## config.mk

```make
export PLATFORM = sky130hd
export DESIGN_NAME = if_fetch_queue_flat
export DESIGN_NICKNAME = d
export VERILOG_FILES = /design/src/rtl/if_fetch_queue_if.sv /design/src/rtl/if_fetch_queue.sv /design/src/flat_wrapper.sv
export SDC_FILE = /design/constraint.sdc
export NUM_CORES = 1
export LEC_CHECK = 0
export BUFFER_PORTS_ARGS = -buffer_cell sky130_fd_sc_hd__buf_2
export CAP_MARGIN = 20
export CORE_MARGIN = 2
export CORE_UTILIZATION = 60
export CTS_CLUSTER_DIAMETER = 200
export DETAILED_ROUTE_END_ITERATION = 16
export GPL_ROUTABILITY_DRIVEN = 0
export GPL_TIMING_DRIVEN = 0
export PLACE_DENSITY = 0.85
export RECOVER_POWER = 25
export SETUP_SLACK_MARGIN = 0.02
export SLEW_MARGIN = 30
export SYNTH_ARGS = -nofsm -noshare
export SYNTH_HDL_FRONTEND = slang
export SYNTH_SLANG_ARGS = --single-unit
```

## constraint.sdc

```tcl
create_clock -name clk -period 4 [get_ports clk]
set_input_delay 1 -clock clk [delete_from_list [all_inputs] [get_ports clk]]
set_output_delay 1 -clock clk [all_outputs]
set_load 0.02 [all_outputs]
```

## src/rtl/if_fetch_queue_if.sv

```systemverilog
// Fetch-stage bus bundle: instruction-memory request/response plus the
// valid/ready handshake that hands {pc, instr} pairs on to decode.
interface if_fetch_queue_if #(
  parameter int WIDTH = 32
);
  logic             imem_req;
  logic [WIDTH-1:0] imem_addr;
  logic [WIDTH-1:0] imem_rdata;
  logic             out_valid;
  logic             out_ready;
  logic [WIDTH-1:0] out_pc;
  logic [WIDTH-1:0] out_instr;

  modport master (
    output imem_req, imem_addr, out_valid, out_pc, out_instr,
    input  imem_rdata, out_ready
  );

  modport slave (
    input  imem_req, imem_addr, out_valid, out_pc, out_instr,
    output imem_rdata, out_ready
  );
endinterface

```

## src/rtl/if_fetch_queue.sv

```systemverilog
// RV32 instruction-fetch stage: PC ownership, redirect priority (trap > mret > branch),
// single-outstanding fetch to a 1-cycle imem, and a DEPTH-entry {pc, instr} queue to ID.
module if_fetch_queue #(
  parameter int               WIDTH    = 32,
  parameter int               DEPTH    = 4,
  parameter logic [WIDTH-1:0] RESET_PC = '0
) (
  input  logic             clk,
  input  logic             rst,
  if_fetch_queue_if.master fq,
  input  logic             br_taken_ex,
  input  logic [WIDTH-1:0] br_target_ex,
  input  logic             trap_take,
  input  logic             trap_irq,
  input  logic [4:0]       trap_cause,
  input  logic             mret_take,
  input  logic [WIDTH-1:0] mepc,
  input  logic [WIDTH-1:0] mtvec,
  output logic             redirect
);

  localparam int PTR_W = $clog2(DEPTH);
  localparam int CNT_W = PTR_W + 1;
  localparam logic [CNT_W:0] DEPTH_OCC = (CNT_W + 1)'(DEPTH);

  logic [WIDTH-1:0] pc_q, pc_d;
  logic [WIDTH-1:0] inflight_pc_q, inflight_pc_d;
  logic             inflight_q, inflight_d;
  logic [PTR_W-1:0] wr_ptr_q, wr_ptr_d;
  logic [PTR_W-1:0] rd_ptr_q, rd_ptr_d;
  logic [CNT_W-1:0] count_q, count_d;

  logic [WIDTH-1:0] fifo_pc_q    [DEPTH];
  logic [WIDTH-1:0] fifo_instr_q [DEPTH];

  logic [WIDTH-1:0] trap_base;
  logic [WIDTH-1:0] trap_target;
  logic [WIDTH-1:0] raw_target;
  logic [WIDTH-1:0] redirect_target;
  logic [CNT_W:0]   occupancy;
  logic             issue;
  logic             push;
  logic             pop;
  logic             out_valid;

  // Redirect target selection; vectored offset applies only to interrupts.
  always_comb begin
    trap_base   = {mtvec[WIDTH-1:2], 2'b00};
    trap_target = trap_base;
    if (mtvec[1:0] == 2'b01 && trap_irq) begin
      trap_target = trap_base + {{(WIDTH-7){1'b0}}, trap_cause, 2'b00};
    end

    if (trap_take) begin
      raw_target = trap_target;
    end else if (mret_take) begin
      raw_target = mepc;
    end else begin
      raw_target = br_target_ex;
    end

    redirect_target      = raw_target;
    redirect_target[1:0] = 2'b00;
  end

  // Counting the outstanding fetch guarantees a slot for every response.
  assign occupancy = {1'b0, count_q} + {{CNT_W{1'b0}}, inflight_q};
  assign redirect  = !rst && (trap_take || mret_take || br_taken_ex);
  assign issue     = !rst && !redirect && (occupancy < DEPTH_OCC);
  assign out_valid = (count_q != '0);
  assign push      = inflight_q && !redirect;
  assign pop       = out_valid && fq.out_ready && !redirect;

  always_comb begin
    pc_d          = pc_q;
    inflight_d    = issue;
    inflight_pc_d = issue ? pc_q : inflight_pc_q;
    wr_ptr_d      = wr_ptr_q;
    rd_ptr_d      = rd_ptr_q;
    count_d       = count_q;

    if (redirect) begin
      pc_d     = redirect_target;
      wr_ptr_d = '0;
      rd_ptr_d = '0;
      count_d  = '0;
    end else begin
      if (issue) begin
        pc_d = pc_q + WIDTH'(4);
      end
      if (push) begin
        wr_ptr_d = wr_ptr_q + PTR_W'(1);
      end
      if (pop) begin
        rd_ptr_d = rd_ptr_q + PTR_W'(1);
      end
      case ({push, pop})
        2'b10:   count_d = count_q + CNT_W'(1);
        2'b01:   count_d = count_q - CNT_W'(1);
        default: count_d = count_q;
      endcase
    end
  end

  always_ff @(posedge clk or posedge rst) begin
    if (rst) begin
      pc_q          <= RESET_PC;
      inflight_q    <= 1'b0;
      inflight_pc_q <= RESET_PC;
      wr_ptr_q      <= '0;
      rd_ptr_q      <= '0;
      count_q       <= '0;
    end else begin
      pc_q          <= pc_d;
      inflight_q    <= inflight_d;
      inflight_pc_q <= inflight_pc_d;
      wr_ptr_q      <= wr_ptr_d;
      rd_ptr_q      <= rd_ptr_d;
      count_q       <= count_d;
    end
  end

  // Queue storage carries no reset; count_q alone decides what is valid.
  always_ff @(posedge clk) begin
    if (push) begin
      fifo_pc_q[wr_ptr_q]    <= inflight_pc_q;
      fifo_instr_q[wr_ptr_q] <= fq.imem_rdata;
    end
  end

  assign fq.imem_req  = issue;
  assign fq.imem_addr = pc_q;
  assign fq.out_valid = out_valid;
  assign fq.out_pc    = fifo_pc_q[rd_ptr_q];
  assign fq.out_instr = fifo_instr_q[rd_ptr_q];

endmodule
```

## src/flat_wrapper.sv

```systemverilog
// flat-port wrapper written by rule: the top's interface ports become plain ports
module if_fetch_queue_flat 
#(
  parameter int               WIDTH    = 32,
  parameter int               DEPTH    = 4,
  parameter logic [WIDTH-1:0] RESET_PC = '0
)
  (clk, rst, br_taken_ex, br_target_ex, trap_take, trap_irq, trap_cause, mret_take, mepc, mtvec, redirect, fq_imem_req, fq_imem_addr, fq_out_valid, fq_out_pc, fq_out_instr, fq_imem_rdata, fq_out_ready);
  if_fetch_queue_if #(.WIDTH(WIDTH)) fq_i ();
  input  logic clk;
  input  logic rst;
  input  logic br_taken_ex;
  input  logic [WIDTH-1:0] br_target_ex;
  input  logic trap_take;
  input  logic trap_irq;
  input  logic [4:0] trap_cause;
  input  logic mret_take;
  input  logic [WIDTH-1:0] mepc;
  input  logic [WIDTH-1:0] mtvec;
  output logic redirect;
  output wire logic [$bits(fq_i.imem_req)-1:0] fq_imem_req;
  output wire logic [$bits(fq_i.imem_addr)-1:0] fq_imem_addr;
  output wire logic [$bits(fq_i.out_valid)-1:0] fq_out_valid;
  output wire logic [$bits(fq_i.out_pc)-1:0] fq_out_pc;
  output wire logic [$bits(fq_i.out_instr)-1:0] fq_out_instr;
  input wire logic [$bits(fq_i.imem_rdata)-1:0] fq_imem_rdata;
  input wire logic [$bits(fq_i.out_ready)-1:0] fq_out_ready;
  assign fq_imem_req = fq_i.imem_req;
  assign fq_imem_addr = fq_i.imem_addr;
  assign fq_out_valid = fq_i.out_valid;
  assign fq_out_pc = fq_i.out_pc;
  assign fq_out_instr = fq_i.out_instr;
  assign fq_i.imem_rdata = fq_imem_rdata;
  assign fq_i.out_ready = fq_out_ready;
  if_fetch_queue #(.WIDTH(WIDTH), .DEPTH(DEPTH), .RESET_PC(RESET_PC)) u_core (.clk(clk), .rst(rst), .fq(fq_i), .br_taken_ex(br_taken_ex), .br_target_ex(br_target_ex), .trap_take(trap_take), .trap_irq(trap_irq), .trap_cause(trap_cause), .mret_take(mret_take), .mepc(mepc), .mtvec(mtvec), .redirect(redirect));
endmodule
```

* Yosys cells after proc, flatten, opt, wreduce, memory -nomap -nowiden
Memory sizes are Yosys's and may differ from the RTL's. Cells that the tools add are included.
Storage, ports and cells: register bits 72, bits in latches 0, bits in writable memories 256, memory bits (read-only) 0, bits of input ports 140, output and inout bits 99, logic and storage cells 48, memories kept 2
Operators by class: $add $sub $neg 7, multipliers 0, div/mod/pow operators 0, order comparisons 1, equal/unequal tests 3, shift-type cells 0, multiplexer cells 13, bitwise operators 0, reduce and logical (&&, ||, !) cells 16
Memory list:
- u_core.fifo_instr_q | words 4, width 32, read ports 1, clocked after memory_dff 0, wr ports 1, RTL line if_fetch_queue.sv:34 | logic [WIDTH-1:0] fifo_instr_q [DEPTH];
- u_core.fifo_pc_q | words 4, width 32, read ports 1, clocked after memory_dff 0, wr ports 1, RTL line if_fetch_queue.sv:33 | logic [WIDTH-1:0] fifo_pc_q [DEPTH];
Operators with widths (number):
- $mux W32 | 5
- $add A32 B3 Y32 const B | 1
- $add A32 B7 Y32 | 1
- $mux W2 | 4
- $logic_and A1 B1 Y1 | 7
- $pmux W3 S2 | 1
- $reduce_bool A2 Y1 | 3
- $reduce_bool A3 Y1 | 2
- $add A2 B1 Y2 const B | 2
- $add A3 B1 Y4 | 1
- $eq A2 B1 Y1 const B | 2
- $lt A4 B3 Y1 const B | 1
- $add A3 B1 Y3 const B | 1
- $mux W3 | 1
- $sub A3 B1 Y3 const B | 1
- $eq A2 B2 Y1 const B | 1
- $logic_not A1 Y1 | 2
- $logic_or A1 B1 Y1 | 2
- $mux W1 | 2

* Logic depth before layout (Yosys ltp)
word-level depth 8, gate-level depth with buffers 12

* Least setup slack after synthesis
OpenSTA, ideal clock, no wires.
kind input -> register, from input mret_take, to memory u_core.fifo_instr_q[0][0] (enable), library setup time 427 ps, data arrival time 3629 ps, slack -56 ps, stages 6, path through buf_2 > nor3_1 > or2_2 > clkbuf_1 > clkbuf_1 > and3_1
On the way: cells in the longest elaborated chain, start to end 7
Ends and longest elaborated chain:
- start: declaration | RTL line flat_wrapper.sv:17 | input logic mret_take;
- $logic_or A1 B1 Y1 (2 in a row) | RTL line if_fetch_queue.sv:68 | assign redirect = !rst && (trap_take || mret_take || br_taken_ex);
- $logic_and A1 B1 Y1 | RTL line if_fetch_queue.sv:68
- $logic_not A1 Y1 | RTL line if_fetch_queue.sv:71 | assign push = inflight_q && !redirect;
- $logic_and A1 B1 Y1 | RTL line if_fetch_queue.sv:71
- $mux W1 | RTL line if_fetch_queue.sv:125 | if (push) begin
- $mux W1 (implied by the code) | RTL line if_fetch_queue.sv:127 | fifo_instr_q[wr_ptr_q] <= fq.imem_rdata;
- end: declaration | RTL line if_fetch_queue.sv:34
No other way between the ends.

* Worst setup path after layout
from input mret_take, to output fq_imem_req
On the way: cells in the longest elaborated chain, start to end 6
Ends and longest elaborated chain:
- $logic_or A1 B1 Y1 (2 in a row) | RTL line if_fetch_queue.sv:68
- $logic_and A1 B1 Y1 | RTL line if_fetch_queue.sv:68
- $logic_not A1 Y1 | RTL line if_fetch_queue.sv:69 | assign issue = !rst && !redirect && (occupancy < DEPTH_OCC);
- $logic_and A1 B1 Y1 (2 in a row) | RTL line if_fetch_queue.sv:69
- end: declaration | RTL line flat_wrapper.sv:21 | output wire logic [$bits(fq_i.imem_req)-1:0] fq_imem_req;
No other way between the ends.

==> impl_metrics.toml <==
[clock_network]
cts.sinks = 316
ctsHoldBuffers = 0
clk_transition_reported_paths_ps = 60
cts_inserted_buffers = 30
worst_skew_pair.late_latency_ps = 550
post_cts_resize_count = 0
cts_tree = "yes"
ctsRootBufferMaster = "sky130_fd_sc_hd__clkbuf_16"
cts_max_level = 1
postCtsSetupBuffers = 0
cts-root-to-sink-buffers = 3

[worst_setup_path]
worst_ep_required_time_ps = 3000
crit_path_end_kind = "primary output"
r2r_start = "u_core.fq.imem_addr[2]"
path_cells = "buf_2, nor3_1, nand2_2, inv_2, buf_2, buf_1, buf_2"
cp_common_cell = "sky130_fd_sc_hd__buf_2"
cp_max_fanout = 11
criticalPathCategory = "input pin to primary output"
worstSetupStartpoint = "mret_take"
cp_max_delay_cell = "sky130_fd_sc_hd__buf_1"
crit_path_max_incr_delay_ps = 410
worstSetupStartpointType = "input pin"
critPathArrivalTime_ps = 2830

[synth]
synth_adder_area_share_pct = 1.291
synth_edf_count = 248
synth-seq-cells = 316
yosys_warnings = 0
synth_compound_area_share_pct = 5.111
post_synth_xor_area_fraction_pct = 3.120
synth.top_cells.by_area = "sky130_fd_sc_hd__edfxtp_1 (54%), sky130_fd_sc_hd__dfrtp_1 (12%), sky130_fd_sc_hd__mux4_2 (10%)"
synth_mux_area_share_pct = 12.52
summed_instance_area_of_the_synthesized_netlist_um2 = 13760
synth_sequential_area_ratio_pct = 66.50
yosysTopAreaCellShare_pct = 54.13
synth-async-reset-ratio_pct = 21.52
ranking_of_synthesized_cells_by_instance_count = "sky130_fd_sc_hd__edfxtp_1 (248), sky130_fd_sc_hd__nand2_1 (121), sky130_fd_sc_hd__dfrtp_1 (68)"
synth_ff_type = "sky130_fd_sc_hd__edfxtp_1"
synth_top_family_by_area = "multiplexers"
netlist-cell-type-count = 75
synth.largest_area_cell = "sky130_fd_sc_hd__edfxtp_1"
syn_inst = 884
synth_most_common_cell = "sky130_fd_sc_hd__edfxtp_1"
simple_gate_share_of_the_synthesized_area_pct = 9.222
average_footprint_of_a_synthesized_cell_um2 = 15.56

[global_route]
grt_first_pass_wirelength_um = 50310
overflow = 0
maximum_number_of_pins_on_one_net_before_global_route_repair = 43
globalRouteTotalUtil_pct = 27.44
antenna_found_initial = 0
first_global_vias = 8930

[timing]
min_period_over_period_pct = 95.75
report.final.setup_viol = 0
clock-skew-final_ps = 13.28
setup_slack_ps = 170.2
timing.final.crit_period_ps = 3830
timing_hold_violations_final = 0
timing.max_slew.rel_slack_pct = 47.25
unrepaired_setup_endpoints_after_global_routing = "no"
fmaxAchievable_mhz = 261.1
final-max-slew-violation-count = 0
max_slew.worst_pin.slew_ps = 791.3

[route]
drt_wl_total_um = 32810
firstDrtPassIters = 5
ant_nets = 0
post_drt_via_cell_ratio = 6.004
wire_per_inst_um = 22.46
detailedRoute.firstIterationViolations = 797
final_routed_drc_violation_total = 0
routed-via-count = 8772

[cells_and_area]
insertedDiodeCount = 0
num-nets-final = 1305
fin_util_pct = 72.51
synthToLayoutAreaGrowth_pct = 18.96
final_layout_size_suffix_gt1_share_pct = 32.57

[power]
power.static_leakage_uw = 0.006166
power.density_cell_area_nw_per_um2 = 458.0
power.ir.vdd_worst_mv = 0.3111

[worst_hold_path]
worst_hold_path_type = "input pin to async pin"

[run]
drv.max_cap_violation_count = 0

[floorplan]
die_height_um = 155.4
initial_core_util_pct = 60.95
die_x_um = 155.4
fp.coreArea_um2 = 22570
fp-row-count = 55
die_area_um2 = 24160
io_pins = 239

[placed_design]
port-buffer-count = 228
dp_hpwl_um = 22160
place_ws_ps = -81.05

[run_status]
result_of_the_run = "finished clean"
layout by cell type, fill, tap and decap left out, types with 6 or more instances in the layout:
| cell | synthesis | routed |
|---|---|---|
| sky130_fd_sc_hd__buf_1 | 7 | 7 |
| sky130_fd_sc_hd__nand4_1 | 12 | 12 |
| sky130_fd_sc_hd__or3_1 | 6 | 6 |
| sky130_fd_sc_hd__o21ai_0 | 18 | 18 |
| sky130_fd_sc_hd__o211ai_1 | 7 | 7 |
| sky130_fd_sc_hd__mux4_2 | 62 | 62 |
| sky130_fd_sc_hd__nor3_1 | 8 | 8 |
| sky130_fd_sc_hd__edfxtp_1 | 248 | 248 |
| sky130_fd_sc_hd__buf_2 | 13 | 222 |
| sky130_fd_sc_hd__clkbuf_16 | 0 | 30 |
| sky130_fd_sc_hd__and3_1 | 12 | 8 |
| sky130_fd_sc_hd__nor2_1 | 36 | 36 |
| sky130_fd_sc_hd__mux2_2 | 12 | 12 |
| sky130_fd_sc_hd__nor4_1 | 6 | 6 |
| sky130_fd_sc_hd__xor2_1 | 25 | 25 |
| sky130_fd_sc_hd__a21oi_1 | 22 | 22 |
| sky130_fd_sc_hd__mux2i_1 | 18 | 18 |
| sky130_fd_sc_hd__nor2b_1 | 7 | 7 |
| sky130_fd_sc_hd__ha_1 | 11 | 11 |
| sky130_fd_sc_hd__a211oi_1 | 9 | 9 |
| sky130_fd_sc_hd__inv_1 | 16 | 15 |
| sky130_fd_sc_hd__dfrtp_1 | 68 | 68 |
| sky130_fd_sc_hd__xnor2_1 | 24 | 24 |
| sky130_fd_sc_hd__clkbuf_8 | 2 | 9 |
| sky130_fd_sc_hd__clkbuf_1 | 18 | 47 |
| sky130_fd_sc_hd__nand3_1 | 14 | 14 |
| sky130_fd_sc_hd__nand2_1 | 121 | 121 |
critical path, delay by kind of cell:
kind                   cells  cell delay, ps
buffers and inverters      5            1250
and+or+nand+nor            2             570
final timing paths:
path | end | cells after the start | slack [ps]
worst min-delay path | u_core.count_q[0] | 2 | 520
worst max register to register | u_core.fq.imem_addr[30] | 7 | 1610
worst max-delay path | fq_imem_req | 7 | 170
worst min register to register | u_core.fifo_pc_q[2][28] | 0 | 520
max in group asynchronous | u_core.inflight_pc_q[23] | 3 | 2930
min in group clk | u_core.fifo_pc_q[2][28] | 0 | 520
power breakdown:
group / internal (uW) / switching (uW) / leakage, uW
Sequential: 3740 / 201 / 0.00309
Combinational: 300 / 447 / 0.00259
Clock: 1650 / 1160 / 0.000487
Total: 5690 / 1810 / 0.00617
sequential cells by signal (all words and copies together), names as in the netlist:
signal,cells
u_core.count_q,3
u_core.fifo_instr_q,128
u_core.fifo_pc_q,120
u_core.fq.imem_addr,30
u_core.inflight_pc_q,30
u_core.inflight_q,1
u_core.rd_ptr_q,2
u_core.wr_ptr_q,2
per-layer routing:
layer  GRT usage, %  share of wire (%)
met5              0                  0
met2          48.42                 51
met1          35.87                 39
met4          8.170                2.5
met3          3.872                7.1
metrics by stage:
| step | power (uW) | TNS (ps) | instances | hold slack (ps) | instance area, um2 |
|---|---|---|---|---|---|
| 2_1_floorplan | 4392 | 0 | 887 | 475.8 | 13770 |
| 3_5_place_dp | 4745 | -81.05 | 1405 | 510.7 | 15400 |
| 3_3_place_gp | 4703 | -123950 | 1400 | 494.9 | 15270 |
| 6_report | 7496 | 0 | 1461 | 519.7 | 16370 |
| 5_1_grt | 7740 | 0 | 1461 | 540.6 | 16370 |
| 4_1_cts | 7528 | 0 | 1461 | 524.9 | 16390 |
layout make-up:
| cell class | instances | area [um2] |
|---|---|---|
| Multi-Input combinational cell | 508 | 4337 |
| Tap cell | 285 | 356.6 |
| Inverter | 17 | 66.31 |
| Timing Repair Buffer | 233 | 1225 |
| Sequential cell | 316 | 9149 |
| Clock inverter | 9 | 108.9 |
| Clock buffer | 47 | 884.6 |
| Fill cell | 1477 | 6206 |
| Buffer | 46 | 239.0 |
cell families after synthesis:
kind of cell             count (synthesis)
adder cells (fa/ha/maj)                 13
AND/OR/NAND/NOR                        253
AO/OA/AOI/OAI                           96
multiplexers                            93
XOR/XNOR                                49
other                                    1
buffers and inverters                   63
flip-flops                             316
No activity file was read; power rests on OpenSTA's default activity.
